[src/rtl/sub_pkg.sv]
// Shared definitions for the bit-serial subtractor: default operand width,
// FSM state encoding and a helper for sizing the bit counter.
package sub_pkg;

  // Default operand width when the parent does not override WIDTH.
  localparam int SUB_WIDTH_DEFAULT = 8;

  // Controller states. IDLE and DONE both accept a new start; RUN ignores it.
  typedef enum logic [1:0] {
    ST_IDLE = 2'd0,
    ST_RUN  = 2'd1,
    ST_DONE = 2'd2
  } sub_state_e;

  // Counter width. The extra bit lets the counter reach WIDTH on the final
  // RUN edge without wrapping.
  function automatic int sub_cnt_w(input int width);
    return $clog2(width) + 1;
  endfunction

endpackage

[src/rtl/bit_serial_sub_ctrl_full_subtractor.sv]
// One-bit full subtractor: d = a - b - bin, with a borrow out.
// It is built from two half subtractors and an OR that merges their borrows.
module full_subtractor (
  input  logic a,
  input  logic b,
  input  logic bin,
  output logic d,
  output logic bout
);

  logic hs1_d;
  logic hs1_b;
  logic hs2_b;

  // First half subtractor: a - b.
  assign hs1_d = a ^ b;
  assign hs1_b = ~a & b;

  // Second half subtractor: (a - b) - bin.
  assign d     = hs1_d ^ bin;
  assign hs2_b = ~hs1_d & bin;

  // The two half-stage borrows can never both be set, so an OR merges them.
  assign bout  = hs1_b | hs2_b;

endmodule

[src/rtl/bit_serial_sub_ctrl.sv]
// Bit-serial subtractor controller. It computes a - b mod 2^WIDTH, one bit
// per clock, LSB first.
// A start in IDLE/DONE loads the operands. WIDTH RUN cycles follow, then a
// one-cycle DONE pulse, and diff/bout update in that same step. diff/bout
// hold their value until the next completion.
module bit_serial_sub_ctrl
  import sub_pkg::*;
#(
  parameter int WIDTH = SUB_WIDTH_DEFAULT
) (
  input  logic             clk,
  input  logic             rst_n,
  input  logic             start,
  input  logic [WIDTH-1:0] a,
  input  logic [WIDTH-1:0] b,
  output logic             busy,
  output logic             done,
  output logic [WIDTH-1:0] diff,
  output logic             bout
);

  localparam int CW = sub_cnt_w(WIDTH);

  sub_state_e       state;
  logic [WIDTH-1:0] sh_a;   // minuend, consumed from bit 0
  logic [WIDTH-1:0] sh_b;   // subtrahend, consumed from bit 0
  logic [WIDTH-1:0] sh_r;   // result, filled from the MSB side
  logic [CW-1:0]    cnt;
  logic             brw;

  logic bit_d;
  logic bit_b;
  logic last_bit;

  // Per-bit arithmetic on the current LSBs and the running borrow.
  full_subtractor u_fs (
    .a    (sh_a[0]),
    .b    (sh_b[0]),
    .bin  (brw),
    .d    (bit_d),
    .bout (bit_b)
  );

  // The final bit is processed on the edge where the counter reads WIDTH-1.
  assign last_bit = (cnt == CW'(WIDTH - 1));

  // Controller FSM, datapath shifters and registered outputs.
  always_ff @(posedge clk or negedge rst_n) begin
    if (!rst_n) begin
      state <= ST_IDLE;
      sh_a  <= '0;
      sh_b  <= '0;
      sh_r  <= '0;
      cnt   <= '0;
      brw   <= 1'b0;
      busy  <= 1'b0;
      done  <= 1'b0;
      diff  <= '0;
      bout  <= 1'b0;
    end else begin
      case (state)
        ST_IDLE, ST_DONE: begin
          done <= 1'b0;
          if (start) begin
            state <= ST_RUN;
            busy  <= 1'b1;
            sh_a  <= a;
            sh_b  <= b;
            cnt   <= '0;
            brw   <= 1'b0;
          end else begin
            state <= ST_IDLE;
          end
        end

        ST_RUN: begin
          // start, a and b are ignored here; only the shifters feed the math.
          sh_a <= {1'b0, sh_a[WIDTH-1:1]};
          sh_b <= {1'b0, sh_b[WIDTH-1:1]};
          sh_r <= {bit_d, sh_r[WIDTH-1:1]};
          brw  <= bit_b;
          cnt  <= cnt + 1'b1;
          if (last_bit) begin
            // Take the last bit straight from the subtractor, because sh_r
            // updates on this same edge.
            state <= ST_DONE;
            busy  <= 1'b0;
            done  <= 1'b1;
            diff  <= {bit_d, sh_r[WIDTH-1:1]};
            bout  <= bit_b;
          end
        end

        default: begin
          state <= ST_IDLE;
          busy  <= 1'b0;
          done  <= 1'b0;
        end
      endcase
    end
  end

endmodule

[config.mk]
export PLATFORM = sky130hd
export DESIGN_NAME = bit_serial_sub_ctrl
export DESIGN_NICKNAME = d
export VERILOG_FILES = /design/src/rtl/sub_pkg.sv /design/src/rtl/bit_serial_sub_ctrl_full_subtractor.sv /design/src/rtl/bit_serial_sub_ctrl.sv
export SDC_FILE = /design/constraint.sdc
export NUM_CORES = 1
export LEC_CHECK = 0
export BUFFER_PORTS_ARGS = -buffer_cell sky130_fd_sc_hd__clkbuf_2
export CAP_MARGIN = 30
export CORE_ASPECT_RATIO = 1.75
export CORE_UTILIZATION = 45
export CTS_BUF_LIST = sky130_fd_sc_hd__clkbuf_2 sky130_fd_sc_hd__clkbuf_4 sky130_fd_sc_hd__clkbuf_8
export DETAILED_ROUTE_END_ITERATION = 16
export GPL_ROUTABILITY_DRIVEN = 0
export PLACE_DENSITY = 0.73
export SLEW_MARGIN = 25
export SYNTH_ARGS = -nofsm -noshare
export SYNTH_HDL_FRONTEND = slang
export SYNTH_SLANG_ARGS = --single-unit
[constraint.sdc]
create_clock -name clk -period 1.9 [get_ports clk]
set_clock_uncertainty 0.15 [all_clocks]
set_input_delay 0.38 -clock clk [delete_from_list [all_inputs] [get_ports clk]]
set_output_delay 0.38 -clock clk [all_outputs]
set_load 0.05 [all_outputs]
==> results of run 1 <==
## state kept, by name, indices dropped and copies added (netlist names)
signal and flops:
diff 8, brw 1, sh_b 8, bout 1
state 1, busy 1, sh_a 8, cnt 4
done 1, sh_r 7
## power groups by stage
stage,clock network [W],registers [W],logic [W]
floorplan,0,0.00175,0.000965
global placement,0,0.00146,0.00154
detailed placement,0,0.00149,0.00160
CTS,0.000611,0.00147,0.00161
global route,0.000645,0.00152,0.00175
finish,0.000597,0.00147,0.00158
## area by class of cell
class | count | area (um^2)
well taps | 46 | 57.6
repair buffers | 32 | 180
flip-flops and latches | 40 | 1000
multi-input cells | 83 | 614
clock buffers | 7 | 96.3
inverters | 2 | 7.51
fillers | 309 | 1640
## synth_stat cells
| cell type | n | area share [%] |
|---|---|---|
| mux2i_1 | 2 | 1.2 |
| nand3b_1 | 2 | 0.90 |
| buf_6 | 2 | 1.3 |
| a22o_1 | 17 | 8.9 |
| nand2_1 | 21 | 4.7 |
| nand4_1 | 1 | 0.37 |
| dfrtp_1 | 40 | 60 |
| nor2b_2 | 1 | 0.52 |
| o21ai_0 | 2 | 0.60 |
| a221o_1 | 1 | 0.60 |
| nor2_1 | 2 | 0.45 |
| nand2b_1 | 2 | 0.75 |
| nor3_1 | 1 | 0.30 |
| o2bb2ai_1 | 1 | 0.52 |
| nor2_4 | 2 | 1.3 |
| fa_1 | 1 | 1.2 |
| inv_1 | 2 | 0.45 |
| a21o_1 | 14 | 6.3 |
| buf_4 | 1 | 0.45 |
| ha_1 | 1 | 0.75 |
| mux2_2 | 8 | 5.4 |
| buf_2 | 4 | 1.2 |
| nor2b_1 | 1 | 0.37 |
| o31ai_1 | 1 | 0.45 |
| xnor2_1 | 1 | 0.52 |
| and2b_4 | 1 | 0.60 |
## how the worst max path moves through the flow
stage / startpoint / end / cells after the start
after global routing: cnt[1] / diff[1] / 4
after global placement: cnt[0] / diff[6] / 4
after detailed placement: cnt[0] / diff[5] / 4
final: cnt[0] / diff[5] / 4
after CTS: cnt[0] / diff[5] / 4
after floorplan: done / diff[0] / 3
## routing by layer
metal / routed length [um] / track usage, % / vias to the layer above
met5: 0 / 0 / -
met4: 19 / 6.39 / 0
met3: 128 / 6.09 / 2
met2: 1520 / 26.8 / 32
met1: 1270 / 18.8 / 551
li1: - / - / 527
## per-stage QoR
step                instance area (um^2)  hold slack [ns]  setup WS [ns]  power, W  util (%)
floorplan                           1670          -0.0656          0.196   0.00272         -
global placement                    1860            0.303          0.265   0.00300      51.8
detailed placement                  1860            0.311          0.206   0.00309      51.8
CTS                                 1960          0.00726          0.196   0.00369      54.5
global route                        1960           0.0311          0.131   0.00391      54.5
finish                              1960         -0.00467          0.216   0.00365      54.5
## cell usage in the layout, fill, tap and decap left out
cell type	n
clkbuf_8	7
nor2b_1	1
buf_12	1
xnor2_1	1
ha_1	1
nor2b_2	1
inv_1	2
dfrtp_1	40
fa_1	1
nand4_1	1
nor2_4	2
a221o_1	1
nor3_1	1
nand2b_1	2
mux2i_1	2
nand3b_1	2
nand2_1	21
a22o_1	17
buf_4	2
a21o_1	14
clkbuf_2	29
o21ai_0	2
nor2_1	2
mux2_2	8
and2b_4	1
o2bb2ai_1	1
o31ai_1	1
## critical path: stages, from the launching register on
cell and delay, ns:
dfrtp_1 0.39, ha_1 0.20, nand3b_1 0.20, nor2_4 0.27, mux2_2 0.37
## cell families (layout without fill, tap and decap cells)
family,Yosys count,in the layout,share of synthesized area [%]
DFF,40,40,59.8
buffers and inverters,9,41,3.44
xor gates and xnor gates,1,1,0.524
muxes,10,10,6.58
adders and majority gates,2,2,1.94
AOI/OAI and AO/OA,36,36,17.4
and+or+nand+nor,34,34,10.3
==> metrics.md, run 1 <==
| Metric | Value |
|---|---|
| Status | `complete, but fails checks` |
| Failing checks | `hold timing` |
| Via/cell ratio | `5.30` |
| Clock root cell | `clkbuf_8` |
| Placed instance count | `203` |
| Area grow syn2layout | `17.0%` |
| Hold Fails Final Rpt | `8` |
| Leak | `1.05 nW` |
| Hold WS | `-0.00467 ns` |
| Period minus WS final | `1.68 ns` |
| Sw frac | `39.5%` |
| Switch Pwr | `0.00144 W` |
| Vias | `1112` |
| Hold-fix buffers, CTS | `0` |
| Max_slew headroom | `66.7%` |
| Critical Path End Type | `flop` |
| FF-to-FF path depth | `4` |
| Drt wl/cell | `14.0 um` |
| WP data required | `1.92 ns` |
| Max-slew violation count | `0` |
| I/O Buffers | `29` |
| Largest net degree at the start of global routing | `41` |
| Max Cap Violations | `0` |
| Post-CTS Setup Bufs | `0` |
| HPWL Detailed | `2.01 mm` |
| Clock transition at path regs | `0.07 ns` |
| Initial DRC count | `10` |
| Rows | `29` |
| Residual DRC count | `0` |
| H-tree levels | `2` |
| Worst-margin pin slew | `0.499 ns` |
| Die extent in x | `48.1 um` |
| Max frequency | `0.594 GHz` |
| Combinational power share | `43.4%` |
| Synth Net Count | `153` |
| Synth cell types | `26` |
| Post_cts resized | `0` |
| Post-Route Setup TNS | `0 ns` |
| Layout Nets | `185` |
| R2R setup slack | `0.22 ns` |
| Internal power | `0.00221 W` |
| Mapped Cells | `132` |
| Sequential Power Share | `40.2%` |
| Worst setup SP type | `flop` |
| Synth Warn # | `0` |
| Total Routing Usage GR | `16.4%` |
| R2R Path End | `diff[5]` |
| Vias in the first global route | `1070` |
| Seq cells post-synth | `40` |
| Min-Delay Path Class | `in -> async` |
| Core footprint | `3590 um^2` |
| Mapped Area | `1670 um^2` |
| Total grt overflow | `0` |
| DRT antenna net count | `0` |
| Number of CTS-inserted buffers | `5` |
| Starting Density | `46.6%` |
| Clock Power Share | `16.4%` |
| CTS sink cnt | `40` |
| RR Startpoint | `cnt[0]` |
| Setup violators final | `0` |
| N_diodes | `0` |
| DIE AREA | `3970 um^2` |
| Final wirelength | `2.93 mm` |
| I/O pins | `30` |
| First-pass GRT wire length | `4.56 mm` |
| Max Root-Sink Buffers | `2` |
| Max VDD drop | `0.00108 V` |
| Post-Layout Cell Count | `210` |
| TritonRoute pass-1 iters | `4` |
| Initial antenna violation count | `0` |
| Layout cells sized above 1 | `31.1%` |
| Die Span Y | `82.7 um` |
| Post-synthesis sequential area ratio | `59.8%` |
| CTS tree | `done` |
| Synth Area per Inst | `12.7 um^2` |
| Clk_lat worst skew | `0.28 ns` |
| Pwr/cell area | `1860 nW/um^2` |
| Critical path peak fanout | `9` |
| Arr. time, crit path | `1.71 ns` |
| Tcrit/Tclk final | `88.6%` |
| RSZ-0062 raised after global routing | `false` |
| WS Path Type | `reg -> reg` |
(Power assumes the default switching activity.)
==> inputs of run 2 (changes only) <==
--- a/config.mk
+++ b/config.mk
@@ -7,7 +7,7 @@
 export LEC_CHECK = 0
 export BUFFER_PORTS_ARGS = -buffer_cell sky130_fd_sc_hd__clkbuf_2
 export CAP_MARGIN = 30
-export CORE_ASPECT_RATIO = 1.75
+export CORE_ASPECT_RATIO = 1.2
 export CORE_UTILIZATION = 45
 export CTS_BUF_LIST = sky130_fd_sc_hd__clkbuf_2 sky130_fd_sc_hd__clkbuf_4 sky130_fd_sc_hd__clkbuf_8
 export DETAILED_ROUTE_END_ITERATION = 16
==> run 2 against run 1 <==
The flow finishes with violations (DRC). First-iteration DRC count increased to 6.9 times the previous value. Largest power group unchanged. Critical endpoint is now diff[4]. Worst hold slack improved by 0.17 ns. Via count up 0.81%.
==> metrics.md, run 2 (synthesized netlist as in run 1, its figures left out) <==
| Metric | Value |
|---|---|
| Largest net degree at the start of global routing | `41 (unchanged)` |
| RR Startpoint | `cnt[0]` |
| Number of CTS-inserted buffers | `5 (unchanged)` |
| Vias in the first global route | `1142 (+6.7%)` |
| Rows | `23 (-21%)` |
| Setup violators final | `0 (unchanged)` |
| Max_slew headroom | `67.8% (+1.1 points)` |
| I/O pins | `30 (unchanged)` |
| Post-Route Setup TNS | `0 ns (unchanged)` |
| Total Routing Usage GR | `17.3% (+0.91 points)` |
| N_diodes | `0 (unchanged)` |
| Leak | `1.06 nW (+0.40%)` |
| Vias | `1121 (+0.81%)` |
| Core footprint | `3450 um^2 (-3.9%)` |
| WS Path Type | `reg -> reg` |
| Max-slew violation count | `0 (unchanged)` |
| Total grt overflow | `0 (unchanged)` |
| First-pass GRT wire length | `4.98 mm (+9.2%)` |
| Arr. time, crit path | `1.75 ns (+0.04 ns)` |
| CTS tree | `done` |
| Tcrit/Tclk final | `90.5% (+1.9 points)` |
| Die Span Y | `68.8 um (-17%)` |
| Clock root cell | `clkbuf_8` |
| WP data required | `1.93 ns (about the same)` |
| DRT antenna net count | `0 (unchanged)` |
| R2R setup slack | `0.18 ns (-0.04 ns)` |
| Final wirelength | `2.90 mm (-1.1%)` |
| Initial antenna violation count | `0 (unchanged)` |
| Max Root-Sink Buffers | `2 (unchanged)` |
| Status | `complete, but fails checks` |
| H-tree levels | `2 (unchanged)` |
| Layout Nets | `186 (+0.54%)` |
| Clock transition at path regs | `0.07 ns (about the same)` |
| Max Cap Violations | `0 (unchanged)` |
| HPWL Detailed | `2.04 mm (+1.5%)` |
| Hold WS | `0.166 ns (+0.170 ns)` |
| Slowest CP cell | `dfrtp_1` |
| Drt wl/cell | `14.4 um (+2.8%)` |
| Worst setup SP type | `flop` |
| Initial DRC count | `69 (+59)` |
| Pwr/cell area | `1860 nW/um^2 (-0.29%)` |
| Critical path peak fanout | `9 (unchanged)` |
| FF-to-FF path depth | `4 (unchanged)` |
| WHS Path Cells | `2` |
| Worst-margin pin slew | `0.483 ns (-0.0161 ns)` |
| Hold Fails Final Rpt | `0 (-8)` |
| Period minus WS final | `1.72 ns (+0.0355 ns)` |
| Critical Path End Type | `flop` |
| Residual DRC count | `3 (+3)` |
| Failing checks | `DRC` |
| RSZ-0062 raised after global routing | `false` |
| Min-Delay Path Class | `in -> reg` |
| Max VDD drop | `0.000961 V (-11%)` |
| Layout cells sized above 1 | `30.9% (-0.19 points)` |
| Max frequency | `0.582 GHz (-2.1%)` |
| Worst stage delay on the critical path | `0.39 ns (about the same)` |
| Hold path start | `b[7]` |
| Critical Path, Cell by Cell | `ha_1 -> nand3b_1 -> nor2_4 -> mux2_2` |
| R2R Path End | `diff[4]` |
| TritonRoute pass-1 iters | `10 (+6)` |
| Largest regs | `diff x8, sh_a x8, sh_b x8` |
| CTS sink cnt | `40 (unchanged)` |
| Most frequent cells in the layout | `dfrtp_1 (40), clkbuf_2 (29), nand2_1 (21), a22o_1 (17), a21o_1 (14)` |
| Area grow syn2layout | `16.9% (about the same)` |
| Most common cell after layout, fill and taps aside | `dfrtp_1` |
| I/O Buffers | `29 (unchanged)` |
| Via/cell ratio | `5.55 (+4.8%)` |
| Die extent in x | `57.7 um (+20%)` |
| Clk_lat worst skew | `0.29 ns (about the same)` |
| Starting Density | `48.4% (+1.9 points)` |
| DIE AREA | `3970 um^2 (-0.21%)` |
| Hold EP | `sh_b[7]` |
[run 2: worst max path at each step]
stage               startpoint  endpoint  slack [ns]
finish                  cnt[0]   diff[4]        0.18
floorplan                 done   diff[0]        0.20
detailed placement      cnt[0]   diff[4]        0.17
global route            cnt[0]   diff[4]        0.05
global placement        cnt[0]   diff[6]        0.26
CTS                     cnt[0]   diff[4]        0.16
[run 2: metal layers]
layer	track usage [%]	part of all wire [%]	vias to the layer above
met5	0	0	-
met4	10.7	2.6	0
met3	4.10	4.9	7
met2	29.4	51	32
met1	20.1	42	553
li1	-	-	529
[run 2: what timing repair did]
action	in CTS	in global routing
hold endpoints to repair	24	0
hold buffers	1	0
resized for setup	0	0
setup endpoints to repair	0	0
setup buffers	0	0
[run 2: worst max-delay path: cells and delay by family, from the launching register on]
| family | cells | cell delay [ns] |
|---|---|---|
| AND/OR/NAND/NOR | 2 | 0.48 |
| adder cells (fa/ha/maj) | 1 | 0.20 |
| multiplexers | 1 | 0.38 |
| flip-flops | 1 | 0.39 |
[run 2: stage by stage]
step	total power (W)	instance area, um^2	worst slack (ns)	utilization (%)	instances
global placement	0.00300	1850	0.259	53.6	194
floorplan	0.00272	1670	0.196	-	132
detailed placement	0.00310	1850	0.173	53.6	194
global route	0.00389	1960	0.0456	56.6	202
CTS	0.00370	1960	0.163	56.6	202
finish	0.00364	1960	0.180	56.6	202
[run 2: cell type report]
| class | instances | area (um^2) |
|---|---|---|
| multi-input cells | 83 | 614 |
| clock buffers | 7 | 96.3 |
| flip-flops and latches | 40 | 1000 |
| inverters | 2 | 7.51 |
| well taps | 37 | 46.3 |
| fillers | 309 | 1500 |
| repair buffers | 33 | 190 |
[run 2: where the power goes]
part | switching [W] | internal [W]
clock network | 0.000266 | 0.000323
registers | 0.000226 | 0.00123
logic | 0.000934 | 0.000653
==> inputs of run 3 (changes only) <==
==> constraint.sdc (replaced) <==
create_clock -name clk -period 1.9 [get_ports clk]
set_clock_uncertainty 0.15 [all_clocks]
set_input_delay 0.095 -clock clk [delete_from_list [all_inputs] [get_ports clk]]
set_output_delay 0.095 -clock clk [all_outputs]
set_load 0.05 [all_outputs]
==> run 3 against run 2 <==
The run still ends with DRC left. Register-to-register slack is essentially flat. Setup slack improved by 0.012 ns. Fmax increased by 0.72%. Largest power group unchanged. Highest routed layer unchanged.
==> metrics.md, run 3 (synthesized netlist as in run 1, its figures left out) <==
| Metric | Value |
|---|---|
| CTS sink cnt | `40 (unchanged)` |
| Post-Route Setup TNS | `0 ns (unchanged)` |
| Post-CTS Setup Bufs | `0 (unchanged)` |
| CTS tree | `done` |
| Largest regs | `diff x8, sh_a x8, sh_b x8` |
| Worst setup SP type | `flop` |
| I/O pins | `30 (unchanged)` |
| Critical Path, Cell by Cell | `ha_1 -> nand3b_1 -> nor2_4 -> mux2_2` |
| Switch Pwr | `0.00144 W (+1.2%)` |
| WS Path Type | `reg -> reg` |
| WP data required | `1.92 ns (about the same)` |
| H-tree levels | `2 (unchanged)` |
| Post_cts resized | `0 (unchanged)` |
| Period minus WS final | `1.71 ns (-0.0123 ns)` |
| Layout Nets | `205 (+10%)` |
| Core footprint | `3450 um^2 (unchanged)` |
| Met2 Wirelength | `1.58 mm (+7.1%)` |
| Total Routing Usage GR | `17.9% (+0.55 points)` |
| Highest metal used | `met4` |
| Met1 Wirelength | `1.36 mm (+12%)` |
| Fin util | `62.5% (+5.9 points)` |
| Hold Fails Final Rpt | `0 (unchanged)` |
| Rows | `23 (unchanged)` |
| Via/cell ratio | `5.32 (-4.1%)` |
| Status | `complete, but fails checks` |
| Tcrit/Tclk final | `89.9% (-0.64 points)` |
| Min-Delay Path Class | `in -> async` |
| N_diodes | `0 (unchanged)` |
| Drt wl/cell | `13.8 um (-3.6%)` |
| Internal power | `0.00236 W (+6.7%)` |
| Max frequency | `0.586 GHz (+0.72%)` |
| Critical Path End Type | `flop` |
| Number of CTS-inserted buffers | `5 (unchanged)` |
| Combinational power share | `42.2% (-1.5 points)` |
| Starting Density | `48.4% (unchanged)` |
| Vias | `1181 (+5.4%)` |
| Max_slew headroom | `71.9% (+4.1 points)` |
| Layout cells sized above 1 | `29.2% (-1.7 points)` |
| Worst-margin pin slew | `0.419 ns (-0.0635 ns)` |
| Failing checks | `DRC` |
| Initial DRC count | `41 (-41%)` |
| Worst stage delay on the critical path | `0.39 ns (about the same)` |
| RSZ-0062 raised after global routing | `false` |
| DRT antenna net count | `0 (unchanged)` |
| R2R setup slack | `0.19 ns (about the same)` |
| Area grow syn2layout | `29.0%` |
| Most frequent cells in the layout | `dfrtp_1 (40), clkbuf_2 (29), nand2_1 (21), dlygate4sd3_1 (18), a22o_1 (17)` |
| Clock Power Share | `19.4% (+3.2 points)` |
| Max-slew violation count | `0 (unchanged)` |
| Leak | `1.15 nW (+8.5%)` |
| I/O Buffers | `29 (unchanged)` |
| Clk_lat worst skew | `0.28 ns (about the same)` |
| Residual DRC count | `3 (unchanged)` |
| Most common cell after layout, fill and taps aside | `dfrtp_1` |
| Arr. time, crit path | `1.73 ns (-0.02 ns)` |
| Max Cap Violations | `0 (unchanged)` |
| Setup violators final | `0 (unchanged)` |
| Initial antenna violation count | `0 (unchanged)` |
| TritonRoute pass-1 iters | `10 (unchanged)` |
| Largest net degree at the start of global routing | `23 (-44%)` |
| Total grt overflow | `0 (unchanged)` |
| Final wirelength | `3.07 mm (+6.0%)` |
| Slowest CP cell | `dfrtp_1` |
| Max Root-Sink Buffers | `2 (unchanged)` |
| Die Span Y | `68.8 um (unchanged)` |
| First-pass GRT wire length | `5.29 mm (+6.1%)` |
| Delay-heaviest family, CP | `simple AND/OR/NAND/NOR gates` |
| Die extent in x | `57.7 um (unchanged)` |
| Clock transition at path regs | `0.07 ns (about the same)` |
| Critical path peak fanout | `9 (unchanged)` |
| Pwr/cell area | `1760 nW/um^2 (-5.3%)` |
| Sequential Power Share | `38.5% (-1.6 points)` |
| Clock root cell | `clkbuf_8` |
| Hold-fix buffers, CTS | `18 (+17)` |
| DIE AREA | `3970 um^2 (unchanged)` |
| CP bufs+invs | `0 (unchanged)` |
| Max VDD drop | `0.000752 V (-22%)` |
| DR WL met3 | `104 um (-27%)` |
| Sw frac | `38.0% (-1.3 points)` |
| Vias in the first global route | `1209 (+5.9%)` |
| HPWL Detailed | `2.18 mm (+6.8%)` |
## run 3: cell count changes in the layout (fill, tap and decap cells not counted)
cell,delta
dlygate4sd3_1,+17
buf_4,+3
buf_12,-1
bufinv_16,+1
## run 3: power groups by stage
stage                     Sequential, W  Clock, W  Combinational (W)
after global placement          0.00146         0            0.00153
after detailed placement        0.00148         0            0.00159
after CTS                       0.00146  0.000753            0.00162
after global routing            0.00152  0.000782            0.00176
final                           0.00146  0.000737            0.00160
after floorplan                 0.00175         0           0.000965
## run 3: layout make-up
class	instances	area, um^2
multi-input cells	83	614
repair buffers	52	363
inverters	2	7.51
clock buffers	7	96.3
clock inverters	1	30.0
fillers	291	1290
well taps	37	46.3
flip-flops and latches	40	1000
## run 3: worst paths after layout
path,startpoint,end,cells after the start
min reg2reg,cnt[3],cnt[3],1
max reg2reg,cnt[0],diff[4],4
min in group clk,cnt[3],cnt[3],1
max,cnt[0],diff[4],4
min,rst_n,sh_r[1],2
max in group asynchronous,rst_n,sh_b[0],3
## run 3: through the flow
step	std cells	worst slack (ns)	power [W]	hold WS, ns	area, um^2
floorplan	132	0.196	0.00272	-0.351	1670
global placement	196	0.265	0.00298	-0.210	1850
detailed placement	196	0.195	0.00307	-0.209	1850
CTS	222	0.176	0.00384	0.0240	2160
global route	222	0.0583	0.00406	0.0470	2160
finish	222	0.193	0.00380	0.0259	2160
## run 3: metal layers
metal / vias to the layer above / track usage [%]
met5: - / 0
met4: 0 / 7.14
met3: 5 / 3.92
met2: 31 / 33.3
met1: 568 / 20.0
li1: 577 / -
